--- config.mk ---
export PLATFORM = sky130hd
export DESIGN_NAME = alu_seq_flat
export DESIGN_NICKNAME = d
export VERILOG_FILES = /design/src/rtl/alu_seq_if.sv /design/src/rtl/alu_seq.sv /design/src/flat_wrapper.sv
export SDC_FILE = /design/constraint.sdc
export NUM_CORES = 1
export LEC_CHECK = 0
export ABC_CLOCK_PERIOD_IN_PS = 5400
export CAP_MARGIN = 30
export CORE_MARGIN = 2
export CORE_UTILIZATION = 60
export DETAILED_ROUTE_END_ITERATION = 7
export GPL_TIMING_DRIVEN = 0
export PLACE_DENSITY = 0.88
export SYNTH_ARGS = -nofsm -noshare
export SYNTH_HDL_FRONTEND = slang
export SYNTH_SLANG_ARGS = --single-unit
--- constraint.sdc ---
create_clock -name clk -period 5.4 [get_ports clk]
set_clock_uncertainty 0.2 [all_clocks]
set_input_delay 0.81 -clock clk [delete_from_list [all_inputs] [get_ports clk]]
set_output_delay 0.81 -clock clk [all_outputs]
set_load 0.02 [all_outputs]
--- src/rtl/alu_seq_if.sv ---
// Operand/result bundle between the register file, alu_seq and the writeback stage.
// The master drives the request; the slave (the ALU) returns registered result and flags.
interface alu_seq_if #(
    parameter int WIDTH = 8
) ();
    logic             start;
    logic [3:0]       op;
    logic [WIDTH-1:0] a;
    logic [WIDTH-1:0] b;
    logic             busy;
    logic             done;
    logic [WIDTH-1:0] result;
    logic             v;
    logic             c;
    logic             z;
    logic             n;

    modport master (
        output start, op, a, b,
        input  busy, done, result, v, c, z, n
    );

    modport slave (
        input  start, op, a, b,
        output busy, done, result, v, c, z, n
    );
endinterface

--- src/rtl/alu_seq.sv ---
// Registered ALU with start/done handshake; single-cycle ops complete at the accept edge,
// MUL runs a WIDTH-cycle shift-add iteration and ignores start while busy.
module alu_seq #(
    parameter int WIDTH = 8
) (
    input  logic      clk,
    input  logic      rst,
    alu_seq_if.slave  bus
);
    localparam int SHW = $clog2(WIDTH);
    localparam logic [SHW-1:0] CNT_LAST = SHW'(WIDTH - 1);

    localparam logic [3:0] OP_ADD = 4'b0001;
    localparam logic [3:0] OP_SUB = 4'b0010;
    localparam logic [3:0] OP_ADC = 4'b0011;
    localparam logic [3:0] OP_XOR = 4'b0100;
    localparam logic [3:0] OP_AND = 4'b0101;
    localparam logic [3:0] OP_OR  = 4'b0110;
    localparam logic [3:0] OP_NOT = 4'b0111;
    localparam logic [3:0] OP_SHL = 4'b1000;
    localparam logic [3:0] OP_MUL = 4'b1001;
    localparam logic [3:0] OP_SHR = 4'b1100;
    localparam logic [3:0] OP_ASR = 4'b1101;

    typedef enum logic [0:0] {
        ST_IDLE = 1'b0,
        ST_MUL  = 1'b1
    } state_t;

    // Single-cycle datapath; returns {v, c, r}. Shifts carry one guard bit so the
    // last bit shifted out falls into c, and a zero shift leaves c clear.
    function automatic logic [WIDTH+1:0] alu_eval(
        input logic [3:0]       op,
        input logic [WIDTH-1:0] a,
        input logic [WIDTH-1:0] b,
        input logic             c_prev
    );
        logic [WIDTH:0]   sum;
        logic [WIDTH-1:0] r;
        logic             v;
        logic             c;
        logic [SHW-1:0]   s;
        s   = b[SHW-1:0];
        sum = {(WIDTH+1){1'b0}};
        r   = {WIDTH{1'b0}};
        v   = 1'b0;
        c   = 1'b0;
        case (op)
            OP_ADD, OP_ADC: begin
                sum = {1'b0, a} + {1'b0, b} +
                      ((op == OP_ADC) ? {{WIDTH{1'b0}}, c_prev} : {(WIDTH+1){1'b0}});
                r = sum[WIDTH-1:0];
                c = sum[WIDTH];
                v = (a[WIDTH-1] == b[WIDTH-1]) && (r[WIDTH-1] != a[WIDTH-1]);
            end
            OP_SUB: begin
                sum = {1'b0, a} - {1'b0, b};
                r = sum[WIDTH-1:0];
                c = sum[WIDTH];
                v = (a[WIDTH-1] != b[WIDTH-1]) && (r[WIDTH-1] != a[WIDTH-1]);
            end
            OP_AND: r = a & b;
            OP_OR:  r = a | b;
            OP_XOR: r = a ^ b;
            OP_NOT: r = ~a;
            OP_SHL: {c, r} = {1'b0, a} << s;
            OP_SHR: {r, c} = {a, 1'b0} >> s;
            OP_ASR: {r, c} = $signed({a, 1'b0}) >>> s;
            default: begin
                r = {WIDTH{1'b0}};
                c = 1'b0;
            end
        endcase
        return {v, c, r};
    endfunction

    state_t             state_r, state_s;
    logic               busy_r, busy_s;
    logic               done_r, done_s;
    logic [WIDTH-1:0]   result_r, result_s;
    logic               v_r, v_s, c_r, c_s, z_r, z_s, n_r, n_s;
    logic [2*WIDTH-1:0] acc_r, acc_s;
    logic [2*WIDTH-1:0] a_sh_r, a_sh_s;
    logic [WIDTH-1:0]   b_sh_r, b_sh_s;
    logic [SHW-1:0]     cnt_r, cnt_s;
    logic [WIDTH+1:0]   eval_s;
    logic [2*WIDTH-1:0] prod_s;

    // Next-state and next-output logic for the IDLE/MUL controller.
    always_comb begin
        state_s  = state_r;
        busy_s   = busy_r;
        done_s   = 1'b0;
        result_s = result_r;
        v_s      = v_r;
        c_s      = c_r;
        z_s      = z_r;
        n_s      = n_r;
        acc_s    = acc_r;
        a_sh_s   = a_sh_r;
        b_sh_s   = b_sh_r;
        cnt_s    = cnt_r;
        eval_s   = alu_eval(bus.op, bus.a, bus.b, c_r);
        prod_s   = acc_r + (b_sh_r[0] ? a_sh_r : {(2*WIDTH){1'b0}});
        case (state_r)
            ST_IDLE: begin
                if (bus.start) begin
                    if (bus.op == OP_MUL) begin
                        state_s = ST_MUL;
                        busy_s  = 1'b1;
                        acc_s   = {(2*WIDTH){1'b0}};
                        a_sh_s  = {{WIDTH{1'b0}}, bus.a};
                        b_sh_s  = bus.b;
                        cnt_s   = {SHW{1'b0}};
                    end else begin
                        done_s   = 1'b1;
                        result_s = eval_s[WIDTH-1:0];
                        c_s      = eval_s[WIDTH];
                        v_s      = eval_s[WIDTH+1];
                        z_s      = (eval_s[WIDTH-1:0] == {WIDTH{1'b0}});
                        n_s      = eval_s[WIDTH-1];
                    end
                end else begin
                    state_s = ST_IDLE;
                end
            end
            ST_MUL: begin
                acc_s  = prod_s;
                a_sh_s = a_sh_r << 1;
                b_sh_s = b_sh_r >> 1;
                cnt_s  = cnt_r + {{(SHW-1){1'b0}}, 1'b1};
                if (cnt_r == CNT_LAST) begin
                    state_s  = ST_IDLE;
                    busy_s   = 1'b0;
                    done_s   = 1'b1;
                    result_s = prod_s[WIDTH-1:0];
                    c_s      = |prod_s[2*WIDTH-1:WIDTH];
                    v_s      = |prod_s[2*WIDTH-1:WIDTH];
                    z_s      = (prod_s[WIDTH-1:0] == {WIDTH{1'b0}});
                    n_s      = prod_s[WIDTH-1];
                end else begin
                    state_s = ST_MUL;
                end
            end
            default: begin
                state_s = ST_IDLE;
                busy_s  = 1'b0;
            end
        endcase
    end

    // State, datapath and output registers; reset also aborts any MUL in flight.
    always_ff @(posedge clk) begin
        if (rst) begin
            state_r  <= ST_IDLE;
            busy_r   <= 1'b0;
            done_r   <= 1'b0;
            result_r <= {WIDTH{1'b0}};
            v_r      <= 1'b0;
            c_r      <= 1'b0;
            z_r      <= 1'b0;
            n_r      <= 1'b0;
            acc_r    <= {(2*WIDTH){1'b0}};
            a_sh_r   <= {(2*WIDTH){1'b0}};
            b_sh_r   <= {WIDTH{1'b0}};
            cnt_r    <= {SHW{1'b0}};
        end else begin
            state_r  <= state_s;
            busy_r   <= busy_s;
            done_r   <= done_s;
            result_r <= result_s;
            v_r      <= v_s;
            c_r      <= c_s;
            z_r      <= z_s;
            n_r      <= n_s;
            acc_r    <= acc_s;
            a_sh_r   <= a_sh_s;
            b_sh_r   <= b_sh_s;
            cnt_r    <= cnt_s;
        end
    end

    assign bus.busy   = busy_r;
    assign bus.done   = done_r;
    assign bus.result = result_r;
    assign bus.v      = v_r;
    assign bus.c      = c_r;
    assign bus.z      = z_r;
    assign bus.n      = n_r;
endmodule

--- src/flat_wrapper.sv ---
// flat-port wrapper written by rule: the top's interface ports become plain ports
module alu_seq_flat 
#(
    parameter int WIDTH = 8
)
  (clk, rst, bus_start, bus_op, bus_a, bus_b, bus_busy, bus_done, bus_result, bus_v, bus_c, bus_z, bus_n);
  alu_seq_if #(.WIDTH(WIDTH)) bus_i ();
  input  logic clk;
  input  logic rst;
  input wire logic [$bits(bus_i.start)-1:0] bus_start;
  input wire logic [$bits(bus_i.op)-1:0] bus_op;
  input wire logic [$bits(bus_i.a)-1:0] bus_a;
  input wire logic [$bits(bus_i.b)-1:0] bus_b;
  output wire logic [$bits(bus_i.busy)-1:0] bus_busy;
  output wire logic [$bits(bus_i.done)-1:0] bus_done;
  output wire logic [$bits(bus_i.result)-1:0] bus_result;
  output wire logic [$bits(bus_i.v)-1:0] bus_v;
  output wire logic [$bits(bus_i.c)-1:0] bus_c;
  output wire logic [$bits(bus_i.z)-1:0] bus_z;
  output wire logic [$bits(bus_i.n)-1:0] bus_n;
  assign bus_i.start = bus_start;
  assign bus_i.op = bus_op;
  assign bus_i.a = bus_a;
  assign bus_i.b = bus_b;
  assign bus_busy = bus_i.busy;
  assign bus_done = bus_i.done;
  assign bus_result = bus_i.result;
  assign bus_v = bus_i.v;
  assign bus_c = bus_i.c;
  assign bus_z = bus_i.z;
  assign bus_n = bus_i.n;
  alu_seq #(.WIDTH(WIDTH)) u_core (.clk(clk), .rst(rst), .bus(bus_i));
endmodule
==> metrics.md <==
| Metric | Value |
|---|---|
| Initial Util | 0.623 |
| Sw Share | 0.314 |
| Die Area | 9330 sq um |
| Yosys synthesis warning count | 0 |
| Reg2reg setup slack | 1.84 ns |
| Most frequent cells in the layout | nor2_1 (115), a21oi_1 (101), nand2_1 (64), dfxtp_1 (57), ha_1 (42) |
| Pre-Repair DR Iteration Count | 6 |
| Asr flop ratio synth | 0 |
| Largest cells by area after synthesis | dfxtp_1 (22%), ha_1 (10%), a21oi_1 (9.8%) |
| Run status | finished clean |
| # setup viols final | 0 |
| Mapped Cells | 703 |
| Post-synthesis net count | 772 |
| Slew of the pin with the lowest slew margin | 0.867 ns |
| DPL Wire Length | 12400 um |
| Fmax | 0.209 GHz |
| Worst skew pair latency | 0.35 ns |
| Crit path kind | primary input to flop |
| Die width | 96.6 um |
| Final Hold Fails | 0 |
| Syn_area_per_cell | 7.32 sq um |
| Initial antenna violation count | 0 |
| Global Route Usage Sum | 0.359 |
| Reg clk slew, reported paths | 0.07 ns |
| Average wire per standard cell | 18.9 um |
| Combinational Power Share | 0.253 |
| Maximum clock path buffer count | 2 |
| Worst hold path depth | 2 |
| Share of layout cells above drive strength 1 | 0.0677 |
| Cell Area, Synth | 5140 sq um |
| Num CTS Buffers | 9 |
| PwrDens | 190 nW/um^2 |
| Root Buffer | clkbuf_8 |
| CP Capture Type | flop |
| Port Buf Inserts | 34 |
| Clock power frac | 0.352 |
| Yosys cell types | 72 |
| Lkg Pwr | 2.52 nW |
| Sequential power share | 0.395 |
| Antenna viol nets, final | 0 |
| FP Rows | 33 |
| Worst Setup Slack post-DPL | 0.429 ns |
| Req. time, crit path | 5.47 ns |
| Crit Path Max Fanout | 5 |
| Ant. Diodes | 0 |
| Area grow syn2layout | 12.9% |
| NetSw | 0.346 mW |
| Final TNS setup | 0 ns |
| Vias in the first global route | 5091 |
| Number of setup buffers added after CTS | 0 |
| Top-area cell type share of the netlist area | 0.222 |
| Setup crit start kind | primary input |
| Routed vias/inst | 6.55 |
| CTS hold repair buffers | 0 |
| WL final | 16200 um |
| CTS tree | done |
| Unrepaired setup endpoints after global routing | false |
| Final setup margin | 0.606 ns |
| Grt total ovfl | 0 |
| H-tree Lvls | 3 |
| Register area share after synthesis | 0.222 |
| Max Cap Violations | 0 |
| CTS resizes | 0 |
| Peak VDD IR | 0.000190 V |
| Commonest non-fill, non-tap cell in the layout | nor2_1 |
| Dominant cell type by area after synthesis | dfxtp_1 |
| # nets final | 817 |
| EDFF count, synth | 0 |
| DRC Markers | 0 |
| Pin count of the biggest net entering global routing | 14 |
| RePlAce Congestion | 1.05 |
| Total core area | 8260 sq um |
| DR vias | 5619 |
| I/O pin total | 37 |
| Post-synthesis register bit count | 57 |
| Hold Path Class | flop to flop |
| Worst EP arrival | 4.86 ns |
| Fillers | 708 |
| R2R cell count | 11 |
| Slew margin rel. | 0.421 |
| Min cycle time layout | 4.79 ns |
| Drt initial violations | 676 |
| Die Height | 96.6 um |
| Fin crit share | 0.888 |
| P_int | 0.756 mW |
| Final Max Tran Viols | 0 |
| Main synth FF type | dfxtp_1 |
| Clock sinks | 57 |
| First-pass GRT wire length | 25500 um |
per-layer routing:
metal  GRT usage  wire (um)  up-vias
met1       0.493       6840     2649
li1            -          -     2581
met2       0.550       7080      343
met3      0.0985       1900       46
met5           0          0        -
met4       0.108        409        0
power groups by stage:
stage | clock network, mW | registers, mW | logic (mW)
3_3_place_gp | 0 | 0.443 | 0.264
2_1_floorplan | 0 | 0.451 | 0.168
3_5_place_dp | 0 | 0.444 | 0.268
5_1_grt | 0.403 | 0.435 | 0.300
6_report | 0.388 | 0.435 | 0.279
4_1_cts | 0.385 | 0.435 | 0.270
area by class of cell:
type	count	area [sq um]	area share
repair buffers	34	340	0.0586
clock inverters	2	10.0	0.00172
clock buffers	14	183	0.0315
flip-flops and latches	57	1140	0.196
multi-input cells	568	3660	0.631
inverters	33	124	0.0213
well taps	105	131	0.0226
plain buffers	45	216	0.0373
path summary, 6_finish.rpt:
kind | endpoint | from
min reg2reg | u_core.bus.result[2] | u_core.bus.result[2]
max reg2reg | u_core.bus.c | u_core.b_sh_r[0]
max | u_core.bus.z | bus_op[0]
min | u_core.bus.result[2] | u_core.bus.result[2]
stage by stage:
step	instances	power, mW	instance area (sq um)	utilization	hold slack (ns)
floorplan	703	0.619	5140	-	0.240
global placement	842	0.707	5620	0.680	0.241
detailed placement	842	0.712	5620	0.680	0.246
CTS	858	1.09	5810	0.703	0.256
global route	858	1.14	5810	0.703	0.266
finish	858	1.10	5810	0.703	0.258
worst max-delay path, stage by stage:
cell and delay [ns]:
clkdlybuf4s50_1 0.53, inv_1 0.14, nor3_1 0.66, nand3_1 0.19
fa_1 0.46, fa_1 0.48, inv_1 0.09, a21oi_1 0.09
o31a_1 0.26, o21ai_0 0.31, o221ai_1 0.20, a21oi_1 0.30
nand3_1 0.14, o22ai_1 0.19
synth_stat cells, types with 3 or more instances:
cell type / count
a31oi_1: 5
xor2_1: 5
ha_1: 42
clkbuf_1: 23
o211a_1: 3
buf_2: 11
nand2_1: 64
mux2i_1: 12
nor3_1: 18
buf_1: 5
nand2b_1: 8
buf_6: 3
xnor2_1: 11
nand3b_1: 5
or3_1: 6
buf_4: 3
dfxtp_1: 57
fa_1: 4
o21ai_1: 3
nand4_1: 3
o21a_1: 6
nor2b_1: 8
mux4_2: 7
mux2_2: 3
nor4_1: 5
o22ai_1: 9
and2_1: 19
a21oi_1: 101
o21ai_0: 22
o211ai_1: 14
inv_1: 32
a211oi_1: 8
nand3_1: 11
nor2_1: 115
a21o_1: 6
state kept, by name (all words and copies together), names as in the netlist:
| register | count |
|---|---|
| u_core.bus.result | 8 |
| u_core.b_sh_r | 8 |
| u_core.acc_r | 16 |
| u_core.bus.v | 1 |
| u_core.bus.busy | 1 |
| u_core.a_sh_r | 16 |
| u_core.bus.c | 1 |
| u_core.bus.z | 1 |
| u_core.cnt_r | 3 |
| u_core.bus.done | 1 |
| u_core.state_r | 1 |
kinds of logic after synthesis:
kind of cell | count (synthesis) | synth area share
AOI/OAI and AO/OA | 208 | 0.254
buffers and inverters | 78 | 0.0662
adders and majority gates | 46 | 0.118
and+or+nand+nor | 275 | 0.250
xor gates and xnor gates | 16 | 0.0272
DFF | 57 | 0.222
muxes | 23 | 0.0628
Power figures use the tool's default switching activity.
